`src/rtl/mem_arb2.sv`:
```
`default_nettype none
// ============================================================================
// Module      : mem_arb2
// Description : Round-robin arbiter sharing one synchronous-read memory port
//               between two requesters, with per-requester burst lock.
// Revision    : 1.0 - initial release
// ============================================================================
module mem_arb2 #(
    parameter int ADDR_W = 10,
    parameter int DATA_W = 8
) (
    input  logic              i_clk,
    input  logic              i_nrst,
    input  logic              i_req0,
    input  logic              i_req1,
    input  logic              i_we0,
    input  logic              i_we1,
    input  logic              i_lock0,
    input  logic              i_lock1,
    input  logic [ADDR_W-1:0] i_addr0,
    input  logic [ADDR_W-1:0] i_addr1,
    input  logic [DATA_W-1:0] i_wdata0,
    input  logic [DATA_W-1:0] i_wdata1,
    output logic              o_gnt0,
    output logic              o_gnt1,
    output logic              o_rvalid0,
    output logic              o_rvalid1,
    output logic [DATA_W-1:0] o_rdata,
    output logic [ADDR_W-1:0] o_mem_addr,
    output logic              o_mem_we,
    output logic [DATA_W-1:0] o_mem_wdata,
    input  logic [DATA_W-1:0] i_mem_rdata,
    output logic              o_locked
);

    localparam logic [1:0] c_IDLE  = 2'd0;
    localparam logic [1:0] c_LOCK0 = 2'd1;
    localparam logic [1:0] c_LOCK1 = 2'd2;

    logic [1:0]        r_state;
    logic [1:0]        w_state_nxt;
    logic              r_last;
    logic              r_rvalid0;
    logic              r_rvalid1;
    logic              w_gnt0;
    logic              w_gnt1;
    logic [ADDR_W-1:0] w_mem_addr;
    logic              w_mem_we;
    logic [DATA_W-1:0] w_mem_wdata;

    always_ff @(posedge i_clk) begin
        if (!i_nrst) begin
            r_state   <= c_IDLE;
            r_last    <= 1'b1;
            r_rvalid0 <= 1'b0;
            r_rvalid1 <= 1'b0;
        end else begin
            r_state   <= w_state_nxt;
            r_rvalid0 <= w_gnt0 & ~i_we0;
            r_rvalid1 <= w_gnt1 & ~i_we1;
            if (w_gnt0) begin
                r_last <= 1'b0;
            end else if (w_gnt1) begin
                r_last <= 1'b1;
            end
        end
    end

    // Grant and lock transitions; nothing is granted while reset is held.
    always_comb begin
        w_gnt0      = 1'b0;
        w_gnt1      = 1'b0;
        w_state_nxt = ((r_state == c_LOCK0) || (r_state == c_LOCK1)) ? r_state : c_IDLE;
        if (i_nrst) begin
            case (r_state)
                c_LOCK0: w_gnt0 = i_req0;
                c_LOCK1: w_gnt1 = i_req1;
                default: begin
                    if (i_req0 && i_req1) begin
                        w_gnt0 = r_last;
                        w_gnt1 = ~r_last;
                    end else begin
                        w_gnt0 = i_req0;
                        w_gnt1 = i_req1;
                    end
                end
            endcase
            if (w_gnt0) begin
                w_state_nxt = i_lock0 ? c_LOCK0 : c_IDLE;
            end else if (w_gnt1) begin
                w_state_nxt = i_lock1 ? c_LOCK1 : c_IDLE;
            end
        end
    end

    always_comb begin
        w_mem_addr  = '0;
        w_mem_we    = 1'b0;
        w_mem_wdata = '0;
        if (w_gnt0) begin
            w_mem_addr  = i_addr0;
            w_mem_we    = i_we0;
            w_mem_wdata = i_wdata0;
        end else if (w_gnt1) begin
            w_mem_addr  = i_addr1;
            w_mem_we    = i_we1;
            w_mem_wdata = i_wdata1;
        end
    end

    assign o_gnt0      = w_gnt0;
    assign o_gnt1      = w_gnt1;
    // A reset arriving with a read in flight hides the pending strobe at once.
    assign o_rvalid0   = r_rvalid0 & i_nrst;
    assign o_rvalid1   = r_rvalid1 & i_nrst;
    assign o_rdata     = i_mem_rdata;
    assign o_mem_addr  = w_mem_addr;
    assign o_mem_we    = w_mem_we;
    assign o_mem_wdata = w_mem_wdata;
    assign o_locked    = (r_state != c_IDLE);

endmodule
`default_nettype wire

```
`config.mk`:
```
export PLATFORM = sky130hd
export DESIGN_NAME = mem_arb2
export DESIGN_NICKNAME = d
export VERILOG_FILES = /design/src/rtl/mem_arb2.sv
export SDC_FILE = /design/constraint.sdc
export NUM_CORES = 1
export LEC_CHECK = 0
export CAP_MARGIN = 20
export CORE_AREA = 4 4 41 43
export CTS_BUF_LIST = sky130_fd_sc_hd__clkbuf_4
export DETAILED_ROUTE_END_ITERATION = 12
export DIE_AREA = 0 0 45 47
export DONT_BUFFER_PORTS = 1
export PLACE_DENSITY = 0.64
export SLEW_MARGIN = 10
export SYNTH_ARGS = -nofsm -noshare
export SYNTH_HDL_FRONTEND = slang
export SYNTH_SLANG_ARGS = --single-unit
export TNS_END_PERCENT = 50
```
`constraint.sdc`:
```
create_clock -name i_clk -period 5.7 [get_ports i_clk]
set_clock_uncertainty 0.15 [all_clocks]
set_input_delay 0.285 -clock i_clk [delete_from_list [all_inputs] [get_ports i_clk]]
set_output_delay 0.285 -clock i_clk [all_outputs]
set_load 0.02 [all_outputs]
```
==> run_results.csv <==
group,metric,value,unit
final_layout,seqCellArea,100,µm²
timing,clock.fmax,0.328,GHz
global_routing,track_usage,13.5,%
cts,cts_tree,"yes",
setup_path,startpoint_type,"flip-flop",
pwr,p_sw,0.0542,mW
cts,cts_setup_buffers,0,
synth,mappedNetlistArea,594,µm²
pwr,leakagePower,0.243,nW
synth,synth-edff-count,0,
pwr,totalPowerFinal,0.141,mW
placed_design,dp_hpwl,1290,µm
pwr,combPwrFrac,38.7,%
detailed_routing,via_per_inst,6.51,
detailed_routing,dr.pass1.iters,4,
global_routing,grt_max_degree,22,
pwr,peakVddDrop,136,µV
synth,syn_nets,126,
synth,synth.largest_area_cell,"a22o_1",
status,outcome,"completed",
detailed_routing,via_count,534,
setup_path,cp.arrival,2.62,ns
synth,ys_ff_latch,5,
placed_design,io_buffers,0,
placed_design,place_congestion,0.747,
detailed_routing,wire_per_inst,19.7,µm
synth,synthTopCellsByArea,"a22o_1, dfxtp_1, buf_4",
die,die_y,47,µm
final_layout,antenna_cells,0,
synth,synth_top_area_share,28.0,%
detailed_routing,drt_first_iter_violations,18,
final_layout,multiInputGateArea,398,µm²
timing,tns,0,ns
timing,rsz0062_at_grt,"false",
run,max_cap_violations,0,
die,initial_core_util,45.7,%
global_routing,grt_pass1_vias,494,
placed_design,place_ws,2.92,ns
synth,syn_inst,71,
timing,min_period,3.05,ns
timing,drv_slew,0,
cts,postCtsResizedCells,0,
timing,setup_ws,2.65,ns
cts,clock_latency,0.25,ns
die,die_area,2120,µm²
synth,synth_common_cells,"a22o_1, buf_4, dfxtp_1",
pwr,pwr-share-clk,33.7,%
cts,root_buffer,"clkbuf_4",
timing,slew-limit-headroom,38.1,%
synth,ys_types,24,
final_layout,drive_gt1_share,11.9,%
cts,clockBufferDepth,2,
setup_path,end_kind,"output pin",
timing,finalHoldViolCount,0,
global_routing,grt_pass1_wl,2110,µm
global_routing,antenna_found_initial,0,
synth,yosysSeqAreaShare,16.8,%
synth,synth_most_common_cell,"a22o_1",
pwr,power.share.sequential,27.6,%
timing,worstMarginPinSlew,0.926,ns
final_layout,fillCellCount,133,
synth,yosys_warnings,0,
die,die_w,45,µm
pwr,p_int,0.0865,mW
pwr,p_per_area,238,nW/µm²
detailed_routing,drtAntennaViolNets,0,
cts,clkTransAtPathRegs,0.05,ns
timing,holdWs,0.0202,ns
synth,async_flop_share,0,%
detailed_routing,remaining_drc_errors,0,
final_layout,nets,123,
die,fp-row-count,13,
setup_path,worstPathMaxFanout,21,
pwr,power.share.switching,38.5,%
final_layout,area_delta_synth_final,-0.421,%
cts,ctsHtreeMaxLevel,1,
die,coreArea,1300,µm²
synth,synth_ff_type,"dfxtp_1",
synth,postSynthAreaPerCell,8.37,µm²
die,ios,84,
cts,cts_sinks,5,
cts,cts_buffers,3,
setup_path,crit_type,"reg2out",
detailed_routing,totalWireLength,1610,µm
timing,fin_crit_sh,53.6,%
timing,finalSetupViolCount,0,
setup_path,cp_data_required_time,5.27,ns
global_routing,gr-total-overflow,0,
worst_hold_path,hold_path_class,"in2reg",
## layer usage
layer,wire [µm],vias to the layer above,GRT usage [%],share of wire (%)
li1,-,251,-,-
met1,613,239,16.6,38
met2,794,40,21.2,49
met3,182,4,6.51,11
met4,22,0,3.51,1.4
met5,0,-,0,0
## final cells by class
class                      count  area share (%)
clock buffer                   4            5.07
multi-input combinational     51            67.2
inverter                       4            2.54
sequential                     5            16.9
tap                           15            3.17
timing repair buffer           3            5.07
## power by group through the flow
stage                     combinational (mW)  sequential, mW  clock [mW]
after CTS                             0.0545          0.0387      0.0495
final                                 0.0544          0.0388      0.0474
after detailed placement              0.0526          0.0393           0
after global routing                  0.0587          0.0392      0.0529
after global placement                0.0524          0.0393           0
after floorplan                       0.0576          0.0390           0
## critical path: stages (launching register included)
cell     delay [ns]
dfxtp_1        0.35
inv_1          0.07
ha_1           0.40
and2b_1        0.24
nor3_4         0.76
nor2_4         0.22
a22o_1         0.33
## sequential cells by signal (all words and copies together) (netlist names)
name and count:
r_state 2, r_last 1, r_rvalid0 1, r_rvalid1 1
## logic make-up (layout without fill, tap and decap cells)
group	count (synthesis)	after routing	synth area share [%]
muxes	1	1	1.89
buffers and inverters	15	11	16.2
and+or+nand+nor	21	21	22.7
adders and majority gates	3	3	6.32
DFF	5	5	16.8
AOI/OAI and AO/OA	26	26	36.0
## layout by cell type (no fill, tap or decap), types with 2 or more instances in the layout
master          n
a21boi_1        2
inv_1           4
ha_1            3
dfxtp_1         5
and2_1          2
nand3_1         3
dlygate4sd3_1   3
clkbuf_4        4
nand2_1         4
nand2b_1        2
a22o_1         19
a21oi_1         2
o2111ai_1       2
nor2_1          3
## per-stage QoR
| stage | cell area [µm²] | util, % | std cells |
|---|---|---|---|
| after floorplan | 594 | - | 71 |
| after global placement | 532 | 40.9 | 75 |
| after detailed placement | 532 | 40.9 | 75 |
| after CTS | 592 | 45.5 | 82 |
| after global routing | 592 | 45.5 | 82 |
| final | 592 | 45.5 | 82 |
## final timing paths
check                            end  cells after the start                    start  slack (ns)
min reg2reg  r_state[0]$_SDFFE_PN0P_                      2  r_state[0]$_SDFFE_PN0P_        0.34
min          r_state[0]$_SDFFE_PN0P_                      2                  i_lock0        0.02
max reg2reg  r_state[0]$_SDFFE_PN0P_                      6  r_state[0]$_SDFFE_PN0P_        3.92
max                    o_mem_addr[7]                      6  r_state[0]$_SDFFE_PN0P_        2.65
## timing repair
item | CTS | global route
hold buffers | 3 | 0
endpoints found under the setup margin | 0 | 0
hold endpoints to repair | 3 | 0
No activity file was read; power rests on OpenSTA's default activity.
